===== src/rtl/gpu2d_pkg.sv =====
// Shared 2D engine definitions: FSM encoding, step directions and default widths.
// Used by the line rasteriser and its octant setup helper.
package gpu2d_pkg;
  localparam int DEF_COORD_W = 8;
  localparam int DEF_COLOR_W = 24;

  typedef enum logic [1:0] {
    ST_IDLE  = 2'd0,
    ST_SETUP = 2'd1,
    ST_DRAW  = 2'd2
  } state_t;

  // Direction flag for the walk: POS steps +1, NEG steps -1.
  localparam logic STEP_POS = 1'b0;
  localparam logic STEP_NEG = 1'b1;
endpackage


===== src/rtl/line_octant_setup.sv =====
// Combinational Bresenham setup: |dx|, -|dy|, step directions and initial error.
// Zero latency; the caller registers the results in its SETUP cycle.
module line_octant_setup
  import gpu2d_pkg::*;
#(
  parameter int COORD_W = DEF_COORD_W
) (
  input  logic [COORD_W-1:0]        x0,
  input  logic [COORD_W-1:0]        y0,
  input  logic [COORD_W-1:0]        x1,
  input  logic [COORD_W-1:0]        y1,
  output logic signed [COORD_W+1:0] dx,
  output logic signed [COORD_W+1:0] dy,
  output logic signed [COORD_W+1:0] err,
  output logic                      sx,
  output logic                      sy
);
  logic [COORD_W-1:0] adx;
  logic [COORD_W-1:0] ady;

  always_comb begin
    if (x1 >= x0) begin
      sx  = STEP_POS;
      adx = x1 - x0;
    end else begin
      sx  = STEP_NEG;
      adx = x0 - x1;
    end
    if (y1 >= y0) begin
      sy  = STEP_POS;
      ady = y1 - y0;
    end else begin
      sy  = STEP_NEG;
      ady = y0 - y1;
    end
    // Two guard bits keep dx+dy and the doubled error free of overflow.
    dx  = signed'({2'b00, adx});
    dy  = -signed'({2'b00, ady});
    err = dx + dy;
  end
endmodule


===== src/rtl/line_raster_stream.sv =====
// All-octant Bresenham line rasteriser with dash pattern, end-pixel omission and abort.
// First pixel two cycles after accept; a pixel is held until pix_ready, 1 pixel/cycle unstalled.
module line_raster_stream
  import gpu2d_pkg::*;
#(
  parameter int COORD_W   = DEF_COORD_W,
  parameter int COLOR_W   = DEF_COLOR_W,
  parameter int PATTERN_W = 8
) (
  input  logic                 clk,
  input  logic                 reset_n,
  input  logic                 cmd_valid,
  output logic                 cmd_ready,
  input  logic [COORD_W-1:0]   x0,
  input  logic [COORD_W-1:0]   y0,
  input  logic [COORD_W-1:0]   x1,
  input  logic [COORD_W-1:0]   y1,
  input  logic [COLOR_W-1:0]   color,
  input  logic [PATTERN_W-1:0] pattern,
  input  logic                 omit_last,
  input  logic                 abort,
  output logic                 pix_valid,
  input  logic                 pix_ready,
  output logic [COORD_W-1:0]   px,
  output logic [COORD_W-1:0]   py,
  output logic [COLOR_W-1:0]   pix_color,
  output logic                 busy,
  output logic                 done,
  output logic [COORD_W:0]     pix_count
);
  localparam int SW = (PATTERN_W > 1) ? $clog2(PATTERN_W) : 1;
  localparam int EW = COORD_W + 2;

  state_t state, state_nxt;

  logic [COORD_W-1:0]   x0_q, y0_q, x1_q, y1_q;
  logic [COLOR_W-1:0]   color_q;
  logic [PATTERN_W-1:0] pattern_q;
  logic                 omit_q;

  logic signed [EW-1:0] dx_q, dy_q, err_q;
  logic                 sx_q, sy_q;
  logic [COORD_W-1:0]   cur_x, cur_y;
  logic [SW-1:0]        step_q;

  logic signed [EW-1:0] su_dx, su_dy, su_err;
  logic                 su_sx, su_sy;

  logic                 accept, advance, finish;
  logic                 at_end, emit;
  logic signed [EW:0]   e2, dx_e, dy_e;
  logic signed [EW-1:0] err_nxt;
  logic [COORD_W-1:0]   cur_x_nxt, cur_y_nxt;
  logic [SW-1:0]        step_nxt;

  line_octant_setup #(.COORD_W(COORD_W)) u_setup (
    .x0  (x0_q),
    .y0  (y0_q),
    .x1  (x1_q),
    .y1  (y1_q),
    .dx  (su_dx),
    .dy  (su_dy),
    .err (su_err),
    .sx  (su_sx),
    .sy  (su_sy)
  );

  assign at_end    = (cur_x == x1_q) && (cur_y == y1_q);
  assign emit      = pattern_q[step_q] && !(omit_q && at_end);
  assign px        = cur_x;
  assign py        = cur_y;
  assign pix_color = color_q;

  always_ff @(posedge clk or negedge reset_n) begin
    if (!reset_n) state <= ST_IDLE;
    else          state <= state_nxt;
  end

  always_comb begin
    state_nxt = state;
    cmd_ready = 1'b0;
    busy      = 1'b1;
    pix_valid = 1'b0;
    accept    = 1'b0;
    advance   = 1'b0;
    finish    = 1'b0;
    case (state)
      ST_IDLE: begin
        cmd_ready = 1'b1;
        busy      = 1'b0;
        if (cmd_valid && !abort) begin
          accept    = 1'b1;
          state_nxt = ST_SETUP;
        end
      end
      ST_SETUP: begin
        state_nxt = abort ? ST_IDLE : ST_DRAW;
      end
      ST_DRAW: begin
        pix_valid = emit;
        if (abort) begin
          state_nxt = ST_IDLE;
        end else if (!emit || pix_ready) begin
          advance = 1'b1;
          if (at_end) begin
            finish    = 1'b1;
            state_nxt = ST_IDLE;
          end
        end
      end
      default: state_nxt = ST_IDLE;
    endcase
  end

  // One Bresenham step; both axes move when the doubled error satisfies both tests.
  always_comb begin
    e2        = signed'({err_q, 1'b0});
    dx_e      = signed'({dx_q[EW-1], dx_q});
    dy_e      = signed'({dy_q[EW-1], dy_q});
    err_nxt   = err_q;
    cur_x_nxt = cur_x;
    cur_y_nxt = cur_y;
    if (e2 >= dy_e) begin
      cur_x_nxt = (sx_q == STEP_NEG) ? cur_x - 1'b1 : cur_x + 1'b1;
      err_nxt   = err_nxt + dy_q;
    end
    if (e2 <= dx_e) begin
      cur_y_nxt = (sy_q == STEP_NEG) ? cur_y - 1'b1 : cur_y + 1'b1;
      err_nxt   = err_nxt + dx_q;
    end
    step_nxt = (step_q == SW'(PATTERN_W - 1)) ? '0 : step_q + 1'b1;
  end

  always_ff @(posedge clk or negedge reset_n) begin
    if (!reset_n) begin
      x0_q      <= '0;
      y0_q      <= '0;
      x1_q      <= '0;
      y1_q      <= '0;
      color_q   <= '0;
      pattern_q <= '0;
      omit_q    <= 1'b0;
      dx_q      <= '0;
      dy_q      <= '0;
      err_q     <= '0;
      sx_q      <= STEP_POS;
      sy_q      <= STEP_POS;
      cur_x     <= '0;
      cur_y     <= '0;
      step_q    <= '0;
      done      <= 1'b0;
      pix_count <= '0;
    end else begin
      done <= finish;
      if (accept) begin
        x0_q      <= x0;
        y0_q      <= y0;
        x1_q      <= x1;
        y1_q      <= y1;
        color_q   <= color;
        pattern_q <= pattern;
        omit_q    <= omit_last;
        pix_count <= '0;
      end
      if (state == ST_SETUP) begin
        dx_q   <= su_dx;
        dy_q   <= su_dy;
        err_q  <= su_err;
        sx_q   <= su_sx;
        sy_q   <= su_sy;
        cur_x  <= x0_q;
        cur_y  <= y0_q;
        step_q <= '0;
      end
      if (advance) begin
        if (emit) pix_count <= pix_count + 1'b1;
        if (!at_end) begin
          err_q  <= err_nxt;
          cur_x  <= cur_x_nxt;
          cur_y  <= cur_y_nxt;
          step_q <= step_nxt;
        end
      end
    end
  end
endmodule


===== config.mk =====
export PLATFORM = sky130hd
export DESIGN_NAME = line_raster_stream
export DESIGN_NICKNAME = d
export VERILOG_FILES = /design/src/rtl/gpu2d_pkg.sv /design/src/rtl/line_octant_setup.sv /design/src/rtl/line_raster_stream.sv
export SDC_FILE = /design/constraint.sdc
export NUM_CORES = 1
export LEC_CHECK = 0
export ABC_AREA = 1
export BUFFER_PORTS_ARGS = -buffer_cell sky130_fd_sc_hd__buf_2
export CAP_MARGIN = 20
export CORE_ASPECT_RATIO = 1.5
export CORE_MARGIN = 2
export CORE_UTILIZATION = 50
export CTS_CLUSTER_SIZE = 24
export DETAILED_ROUTE_END_ITERATION = 10
export GPL_TIMING_DRIVEN = 0
export PLACE_DENSITY_LB_ADDON = 0.12
export SLEW_MARGIN = 30
export SYNTH_ARGS = -nofsm -noshare
export SYNTH_HDL_FRONTEND = slang
export SYNTH_HIERARCHICAL = 1
export SYNTH_SLANG_ARGS = --single-unit
export TNS_END_PERCENT = 50

===== constraint.sdc =====
create_clock -name clk -period 3.4 [get_ports clk]
set_clock_uncertainty 0.2 [all_clocks]
set_input_delay 0.17 -clock clk [delete_from_list [all_inputs] [get_ports clk]]
set_output_delay 0.17 -clock clk [all_outputs]
set_load 0.05 [all_outputs]

==> results.py <==
metrics = {
    "logic_synthesis": {
        "synth_top_family_by_area": "simple AND/OR/NAND/NOR gates",
        "synth.area.top_cells": "dfrtp_1 31%, nand2_1 18%, ha_1 11%",
        "synth_warnings": 6,
        "synthCells": 1475,
        "synth_simple_gate_area_share_pct": 30.0,
        "synth_compound_area_share_pct": 11.7,
        "syn-cell-area_sq_mm": 0.0105,
        "synth-seq-area-share_pct": 30.6,
        "synth_top_cell_by_area": "dfrtp_1",
        "synth-seq-cells": 128,
        "synth-xor-area-share_pct": 4.52,
        "synth_area_per_cell_sq_um": 7.09,
        "synth_cell_type_count": 49,
        "synth_top_area_share_pct": 30.6,
        "synth_fa_ha_area_share_pct": 12.7,
        "synthMuxAreaShare_pct": 0.502,
    },
    "routing": {
        "dr_total_vias": 10500,
        "wl_per_cell_microns": 16.3,
        "totalWireLength_microns": 32800,
        "viasPerCell": 5.25,
        "drt_iter0_drc": 684,
        "drtPass1Iterations": 5,
        "drc": 0,
        "ant_nets": 0,
    },
    "setup_path": {
        "cp_top_family": "simple AND/OR/NAND/NOR gates",
        "cp-end-kind": "flop",
        "reg2reg_depth": 21,
        "reg2reg_setup_slack_ns": -0.39,
        "setup.worst_path.class": "flop to flop",
        "cp_slowest_cell": "dfrtp_2",
        "cp.required_ns": 3.56,
        "worst-path-buf-inv": 4,
        "worst_setup_path_start_kind": "flop",
        "crit_chain": "inv_1, fa_2, nand3_2, nand2_2, nand2_2, nand3_4, buf_6, nand2_2, nand2_4, xnor2_4, ha_4, nand2_1, nand2_1, a31oi_4, buf_4, o221ai_2, xnor2_2, nor2_2, o21ai_2, inv_2, a21oi_2",
        "path_common_cell": "nand2_2",
        "slowest_delay_ns": 0.47,
        "r2r_end": "err_q[8]",
        "critical_path_arrival_ns": 3.95,
        "worstReg2RegStart": "y0_q[1]",
        "path_max_fanout": 7,
    },
    "hold_path": {
        "holdPathStages": 6,
        "worstHoldEndpoint": "pix_count[0]",
        "min_from": "cmd_valid",
        "min_path_type": "primary input to flop",
    },
    "global_routing": {
        "grt_pass1_wl_microns": 52400,
        "grt_overflow_total": 0,
        "grt_pass1_vias": 10500,
        "grt_use_total_pct": 30.4,
        "antenna_found_initial": 0,
        "grt_max_degree": 80,
    },
    "layout": {
        "nNetsFinal": 1899,
        "final_core_util_pct": 66.4,
        "fillers": 1865,
        "area_delta_synth_final_pct": 30.1,
        "drive_gt1_share_pct": 22.1,
        "final_common_cell": "nand2_1",
        "n_antenna_cell": 0,
        "final_cell_mix": "478 x nand2_1, 191 x inv_1, 133 x buf_2",
    },
    "floorplanning": {
        "dieArea_sq_mm": 0.0221,
        "initial_core_util_pct": 51.0,
        "die_w_microns": 122,
        "ios": 123,
        "core_sq_mm": 0.0205,
        "die-height_microns": 181,
        "rows": 64,
    },
    "clock_network": {
        "cts.sinks": 128,
        "clk_latency_ns": 0.43,
        "clock_path_buffers": 2,
        "cts.clk_slew.worst_paths_ns": 0.07,
        "cts_tree": "built",
        "root_buffer": "clkbuf_16",
        "htree_levels": 4,
        "cts_inserted_buffers": 17,
    },
    "sta": {
        "final-max-slew-violation-count": 0,
        "fmax_mhz": 264,
        "fin_crit_ns": 3.79,
        "setup_slack_ns": -0.390,
        "maxSlewHeadroom_pct": 46.9,
        "fin_setup_tns_ns": -1.94,
        "fin_crit_sh_pct": 111,
        "hold_viol_final": 0,
        "rsz0062_at_grt": "yes",
        "worst_slew_pin_slew_ns": 0.796,
        "setup_viol": 7,
    },
    "placement": {
        "io_buffers": 122,
        "hpwl_microns": 23900,
        "gp_congestion": 0.906,
    },
    "run_status": {
        "violations": "negative setup slack",
        "outcome": "finished with violations",
    },
    "run": {
        "drv_cap": 0,
    },
}
## routing by layer
| layer | vias up | global-route usage, % | wire, microns |
|---|---|---|---|
| li1 | 5199 | - | - |
| met1 | 4910 | 32.2 | 12300 |
| met2 | 308 | 54.6 | 17100 |
| met3 | 108 | 6.12 | 1550 |
| met4 | 0 | 17.7 | 1900 |
| met5 | - | 0 | 0 |
## cell type report
cell class / count / area (sq um) / share of cell area, %
Multi-Input combinational cell: 1096 / 6740 / 49.5
Sequential cell: 128 / 3220 / 23.7
Timing Repair Buffer: 233 / 1670 / 12.3
Inverter: 213 / 810 / 5.95
Clock buffer: 18 / 439 / 3.23
Tap cell: 264 / 330 / 2.43
Buffer: 39 / 225 / 1.65
Clock inverter: 14 / 180 / 1.32
## registers in the layout, summed over array words and instances, names as in the netlist, 3 cells and up
signal and count:
pattern_q 8, py 8, dx_q 10, px 8
x0_q 8, pix_count 9, y0_q 8, x1_q 8
y1_q 8, dy_q 10, pix_color 24, step_q 3
err_q 10
## worst max path at each step
stage,slack [ns],startpoint,end,cells after the start
finish,-0.39,y0_q[1],err_q[8],21
global route,-0.56,x1_q[0],err_q[6],22
CTS,-0.28,y0_q[0],err_q[8],23
detailed placement,-0.77,x0_q[5],err_q[6],21
global placement,-0.76,x0_q[5],err_q[8],19
floorplan,-0.14,y1_q[0],err_q[9],25
## cell usage after synthesis (all sizes together)
library cell,n
a21oi,91
inv,213
mux2i,3
o21bai,3
fa,9
o31ai,2
o211ai,18
clkbuf,14
or2,1
a31oi,4
a21boi,3
nand3,95
nand3b,1
dfrtp,128
conb,1
o21ai,71
nand2,504
xnor2,13
nor2,100
mux2,2
a21o,5
nand4,17
o221ai,4
o21a,5
ha,92
a211oi,1
buf,25
xor2,41
nor3,7
and2,2
## stage by stage
stage	setup WS, ns	instance area [sq um]	instances	hold WS, ns
floorplan	-0.136	10500	1476	-0.326
global placement	-0.759	11400	1862	0.168
detailed placement	-0.766	11500	1864	-0.238
CTS	-0.285	13300	1995	0.102
global route	-0.556	13600	2005	0.135
finish	-0.390	13600	2005	0.112
## worst min-delay path, stage by stage
cell and delay [ns]:
buf_2 0.09, inv_1 0.05, nor3_2 0.06, inv_2 0.16, nand3_1 0.09, o21ai_0 0.07
## cell families after synthesis
family,Yosys count
simple gates,727
buf+inv,252
compound gates,207
flops,128
fa+ha+maj,101
xor+xnor,54
mux,5
other cells,1
## what timing repair did
action	CTS	global route
hold endpoints to repair	197	0
setup endpoints to repair	8	9
gates resized for setup	76	43
hold buffers	69	0
setup buffers	30	10
pin swaps	33	26
Power is left out: the tool's default activity adds up to more than one toggle a clock period on the data nets, which glitch-free logic cannot reach.
